### config.mk
export PLATFORM = sky130hd
export DESIGN_NAME = uart_rx_packetizer
export DESIGN_NICKNAME = d
export VERILOG_FILES = /design/src/rtl/uart_pkt_pkg.sv /design/src/rtl/uart_pkt_fifo.sv /design/src/rtl/uart_rx_packetizer.sv
export SDC_FILE = /design/constraint.sdc
export NUM_CORES = 1
export LEC_CHECK = 0
export CAP_MARGIN = 40
export CORE_UTILIZATION = 64
export CTS_CLUSTER_DIAMETER = 120
export DETAILED_ROUTE_END_ITERATION = 12
export GPL_TIMING_DRIVEN = 1
export PLACE_DENSITY = 0.84
export SLEW_MARGIN = 20
export SYNTH_ARGS = -nofsm -noshare
export SYNTH_HDL_FRONTEND = slang
export SYNTH_SLANG_ARGS = --single-unit
### constraint.sdc
create_clock -name clk -period 6.3 [get_ports clk]
set_clock_uncertainty 0.15 [all_clocks]
set_input_delay 0.945 -clock clk [delete_from_list [all_inputs] [get_ports clk]]
set_output_delay 0.945 -clock clk [all_outputs]
set_load 0.005 [all_outputs]
### src/rtl/uart_pkt_pkg.sv
// uart_pkt_pkg: FIFO entry layout and FSM state encoding shared by the UART packetizer.
package uart_pkt_pkg;
  localparam int ENTRY_W = 10;
  typedef struct packed {
    logic       err;
    logic       last;
    logic [7:0] data;
  } entry_t;
  typedef enum logic { ST_IDLE, ST_HOLD } state_t;
endpackage

### src/rtl/uart_pkt_fifo.sv
// uart_pkt_fifo: synchronous first-word fall-through FIFO; a write to a full FIFO succeeds when a read happens in the same cycle.
module uart_pkt_fifo #(
  parameter int W     = 10,
  parameter int DEPTH = 16
) (
  input  logic         clk,
  input  logic         rst,
  input  logic         wr,
  input  logic [W-1:0] wr_data,
  input  logic         rd,
  output logic [W-1:0] rd_data,
  output logic         full,
  output logic         empty
);
  localparam int AW = $clog2(DEPTH);
  logic [W-1:0] mem [DEPTH];
  logic [AW:0]  wp, rp;
  logic         wr_ok, rd_ok;
  assign empty   = wp == rp;
  assign full    = (wp[AW] != rp[AW]) && (wp[AW-1:0] == rp[AW-1:0]);
  assign rd_ok   = rd & ~empty;
  assign wr_ok   = wr & (~full | rd_ok);
  assign rd_data = mem[rp[AW-1:0]];
  always_ff @(posedge clk or posedge rst) begin
    if (rst) begin
      wp <= '0;
      rp <= '0;
    end else begin
      if (wr_ok) wp <= wp + 1'b1;
      if (rd_ok) rp <= rp + 1'b1;
    end
  end
  always_ff @(posedge clk)
    if (wr_ok) mem[wp[AW-1:0]] <= wr_data;
endmodule

### src/rtl/uart_rx_packetizer.sv
// uart_rx_packetizer: groups UART bytes into AXI-Stream packets closed by an idle gap or max length.
// Define UART_PKT_STATS_EN to enable the pkt_cnt/drop_cnt statistics counters.
module uart_rx_packetizer
  import uart_pkt_pkg::*;
#(
  parameter int IDLE_CYCLES = 1000,
  parameter int MAX_PKT_LEN = 64,
  parameter int FIFO_DEPTH  = 16
) (
  input  logic        clk,
  input  logic        rst,
  input  logic        rx_valid,
  input  logic [7:0]  rx_data,
  input  logic        rx_err,
  input  logic [4:0]  tdest,
  output logic [7:0]  m_axis_tdata,
  output logic        m_axis_tvalid,
  input  logic        m_axis_tready,
  output logic        m_axis_tlast,
  output logic        m_axis_tkeep,
  output logic [4:0]  m_axis_tdest,
  output logic        m_axis_tuser,
  output logic [15:0] pkt_cnt,
  output logic [15:0] drop_cnt
);
  localparam int IW = (IDLE_CYCLES > 1) ? $clog2(IDLE_CYCLES) : 1;
  state_t            state_q, state_d;
  logic [7:0]        pend_q;
  logic [4:0]        dest_q, rd_dest;
  logic              err_q;
  logic [15:0]       len_q;
  logic [IW-1:0]     idle_q;
  logic              full, empty, space, close, push, push_last, load, drop, new_pkt;
  entry_t            wr_e, rd_e;
  logic [ENTRY_W+4:0] rd_w;
  assign space   = ~full | m_axis_tready;
  assign close   = (idle_q == IW'(IDLE_CYCLES - 1)) | (len_q == 16'(MAX_PKT_LEN));
  assign wr_e    = {push_last & err_q, push_last, pend_q};
  assign new_pkt = load & ((state_q == ST_IDLE) | push_last);
  assign {rd_dest, rd_e} = rd_w;
  uart_pkt_fifo #(.W(ENTRY_W + 5), .DEPTH(FIFO_DEPTH)) u_fifo (
    .clk(clk), .rst(rst), .wr(push), .wr_data({dest_q, wr_e}),
    .rd(m_axis_tready), .rd_data(rd_w), .full(full), .empty(empty)
  );
  always_comb begin
    state_d   = state_q;
    push      = 1'b0;
    push_last = 1'b0;
    load      = 1'b0;
    drop      = 1'b0;
    if (state_q == ST_IDLE) begin
      load    = rx_valid;
      state_d = rx_valid ? ST_HOLD : ST_IDLE;
    end else if (close) begin
      push      = space;
      push_last = space;
      load      = space & rx_valid;
      drop      = ~space & rx_valid;
      state_d   = (space & ~rx_valid) ? ST_IDLE : ST_HOLD;
    end else if (rx_valid) begin
      push = space;
      load = space;
      drop = ~space;
    end
  end
  always_ff @(posedge clk or posedge rst)
    if (rst) state_q <= ST_IDLE;
    else     state_q <= state_d;
  // A closing push with a new byte in the same cycle hands the pending slot to the next packet.
  always_ff @(posedge clk or posedge rst) begin
    if (rst) begin
      pend_q <= '0;
      dest_q <= '0;
      err_q  <= 1'b0;
      len_q  <= '0;
      idle_q <= '0;
    end else begin
      if (load) pend_q <= rx_data;
      if (new_pkt) begin
        dest_q <= tdest;
        len_q  <= 16'd1;
      end else if (load) len_q <= len_q + 16'd1;
      if (new_pkt) err_q <= rx_err;
      else if (load | drop) err_q <= err_q | rx_err | drop;
      if (load) idle_q <= '0;
      else if (idle_q != IW'(IDLE_CYCLES - 1)) idle_q <= idle_q + 1'b1;
    end
  end
  assign m_axis_tvalid = ~empty;
  assign m_axis_tdata  = m_axis_tvalid ? rd_e.data : 8'h00;
  assign m_axis_tlast  = m_axis_tvalid & rd_e.last;
  assign m_axis_tuser  = m_axis_tvalid & rd_e.err;
  assign m_axis_tdest  = m_axis_tvalid ? rd_dest : 5'd0;
  assign m_axis_tkeep  = 1'b1;
`ifdef UART_PKT_STATS_EN
  always_ff @(posedge clk or posedge rst) begin
    if (rst) begin
      pkt_cnt  <= '0;
      drop_cnt <= '0;
    end else begin
      if (m_axis_tvalid & m_axis_tready & m_axis_tlast & (pkt_cnt != 16'hFFFF)) pkt_cnt <= pkt_cnt + 16'd1;
      if (drop & (drop_cnt != 16'hFFFF)) drop_cnt <= drop_cnt + 16'd1;
    end
  end
`else
  assign pkt_cnt  = 16'd0;
  assign drop_cnt = 16'd0;
`endif
endmodule
==> flow_metrics.tcl <==
set metrics [dict create \
    vias_per_cell 6.52 \
    grt_usage_pct 27.2 \
    path_max_fanout 33 \
    reg2regPathDepth 7 \
    setup_viol 0 \
    path_clk_slew_ns 0.06 \
    drt-pass1-iter-count 6 \
    path_class "flip-flop to primary output" \
    startpoint "u_fifo.rp[0]$_DFFE_PP0P_" \
    hold_path_class "flip-flop to flip-flop" \
    worst_path_max_delay_cell "mux4_1" \
    worstPathCellList "buf_4, buf_12, mux4_1, mux4_2, and2_1, clkdlybuf4s50_1" \
    antenna_found_initial 0 \
    synth_ff_type "edfxtp_1" \
    layout_common_cells "edfxtp_1 (240), dfrtp_1 (49), nand2_1 (42), mux4_2 (38), mux4_1 (37)" \
    rsz0062_at_grt "false" \
    period_minus_slack_ns 4.63 \
    cp-end-kind "primary output" \
    diodes 0 \
    synth-edff-count 240 \
    postPlaceCellArea_um2 12900 \
    max-slew-margin-rel_pct 45.2 \
    drc 0 \
    fmax_ghz 0.216 \
    area_growth_syn_to_layout_pct 12.7 \
    worst_ir_drop_vdd_mv 0.301 \
    setup_slack_ns 1.67 \
    dp_hpwl_um 15300 \
    core_um2 18800 \
    post-route-period-util_pct 73.6 \
    die_x_um 141 \
    ys_seq_elements 291 \
    async_flop_share_pct 17.5 \
    grt_pass1_wl_um 39300 \
    critical_path.max_stage_delay_ns 0.62 \
    h-tree-depth 1 \
    cts_buffers 28 \
    die-height_um 141 \
    netlist.area_leader.share_pct 58.6 \
    worstReg2RegEnd "u_fifo.mem[11][8]$_DFFE_PP_" \
    worst_pin_slew_ns 0.820 \
    hold_viol 0 \
    power.leakage_nw 5.02 \
    cp-endpoint "m_axis_tuser" \
    rows 50 \
    fin_cells 984 \
    outcome "completed" \
    cts-root-buf "clkbuf_16" \
    synth_area_um2 12300 \
    synth_top_cells_by_area "edfxtp_1 (59%), dfrtp_1 (10%), mux4_1 (7.9%)" \
    post-place-ws_ns 2.21 \
    cts_hold_buf 0 \
    start_kind "flip-flop" \
    worstSkewPairLatency_ns 0.54 \
    maxCapViolations 0 \
    vias 6414 \
    layout.nets 755 \
    ys_seq_area_share_pct 68.9 \
    final_common_cell "edfxtp_1" \
    drive_above_1_share_pct 16.8 \
    setup_tns_ns 0 \
    critPathRequiredTime_ns 5.20 \
    slew_viol_final 0 \
    io_pins 67 \
    worst_ep_arrival_time_ns 3.54 \
    cts_tree "yes" \
    io_buffers 33 \
    dieArea_um2 19800 \
    wl_per_cell_um 26.3 \
    design_area_um2 13900 \
    clock_path_buffers 3 \
    syn_avg_cell_area_um2 18.3 \
    wl_um 25900 \
    ys_types 51 \
    gp_congestion 0.842 \
    drt-initial-drc-count 636 \
    worstReg2RegStart "u_fifo.wp[2]$_DFFE_PP0P_" \
    post_cts.repair.setup_buffers 0 \
    start_util_pct 65.6 \
    grt_pass1_vias 6667 \
    yosysWarnings 0 \
    grt_max_degree 64 \
    dpl.cell_count 931 \
    overflow 0 \
    ant_nets 0 \
    postSynthCellCount 673 \
    synth_top_area_cell "edfxtp_1" \
    clock_sinks 291 \
    cts_resized 0 \
    cellPowerDensity_nw_per_um2 434 \
    reg2reg_slack_ns 2.90 \
]
## where the power goes
part | internal (mW) | switching (mW) | total [mW]
registers | 2.37 | 0.180 | 2.55
logic | 0.965 | 0.836 | 1.80
clock network | 0.979 | 0.696 | 1.68
## metal layers
| metal | track usage, % | vias to the layer above | routed length, um |
|---|---|---|---|
| met5 | 0 | - | 0 |
| met4 | 10.2 | 0 | 835 |
| met3 | 4.38 | 70 | 1790 |
| met2 | 46.2 | 317 | 13200 |
| met1 | 36.1 | 3301 | 10100 |
| li1 | - | 2726 | - |
## cell type report
type | instances | area, um2
multi-input cells | 341 | 3460
clock inverters | 13 | 120
inverters | 8 | 30.0
clock buffers | 38 | 810
repair buffers | 59 | 662
well taps | 234 | 293
fillers | 1042 | 4900
flip-flops and latches | 291 | 8490
## kinds of logic after synthesis
family | share of synthesized area [%]
flops | 68.9
simple gates | 7.05
mux | 15.5
buf+inv | 3.91
compound gates | 1.96
xor+xnor | 1.78
fa+ha+maj | 0.813
other cells | 0.0610
## registers in the layout, indices dropped and copies added, names as in the netlist
signal,count
u_fifo.mem,240
len_q,16
idle_q,10
pend_q,8
dest_q,5
u_fifo.rp,5
u_fifo.wp,5
err_q,1
state_q,1
## worst max-delay path: cells and delay by family, from the launching register on
| kind | cells | cell delay, ns |
|---|---|---|
| buf+inv | 3 | 1.26 |
| flops | 1 | 0.42 |
| simple gates | 1 | 0.18 |
| mux | 2 | 1.12 |
## through the flow
stage	total power, mW	utilization, %	hold WS, ns
6_report	6.02	73.9	0.351
5_1_grt	6.24	73.9	0.369
4_1_cts	6.02	73.7	0.345
3_5_place_dp	4.32	68.7	0.329
3_3_place_gp	4.17	67.5	0.330
2_1_floorplan	3.72	-	0.312
## synth_stat cells (all sizes together), types with 6 or more instances
master and number:
edfxtp 240, mux4 75, nand3 14, buf 52
nor2 25, and2 21, xnor2 16, mux2 6
nor2b 8, ha 8, clkbuf 12, and3 20
nand4 8, dfrtp 51, nand2 42, o21ai 8
inv 8, xor2 9
## worst min-delay path by stage
stage	depth (start not counted)	slack, ns	startpoint	to
6_report	1	0.35	u_fifo.wp[4]$_DFFE_PP0P_	u_fifo.wp[4]$_DFFE_PP0P_
5_1_grt	1	0.37	u_fifo.wp[4]$_DFFE_PP0P_	u_fifo.wp[4]$_DFFE_PP0P_
4_1_cts	1	0.34	u_fifo.wp[4]$_DFFE_PP0P_	u_fifo.wp[4]$_DFFE_PP0P_
3_5_place_dp	1	0.33	u_fifo.wp[4]$_DFFE_PP0P_	u_fifo.wp[4]$_DFFE_PP0P_
3_3_place_gp	1	0.33	u_fifo.wp[4]$_DFFE_PP0P_	u_fifo.wp[4]$_DFFE_PP0P_
2_1_floorplan	1	0.31	u_fifo.wp[4]$_DFFE_PP0P_	u_fifo.wp[4]$_DFFE_PP0P_
No activity file was read; power rests on OpenSTA's default activity.
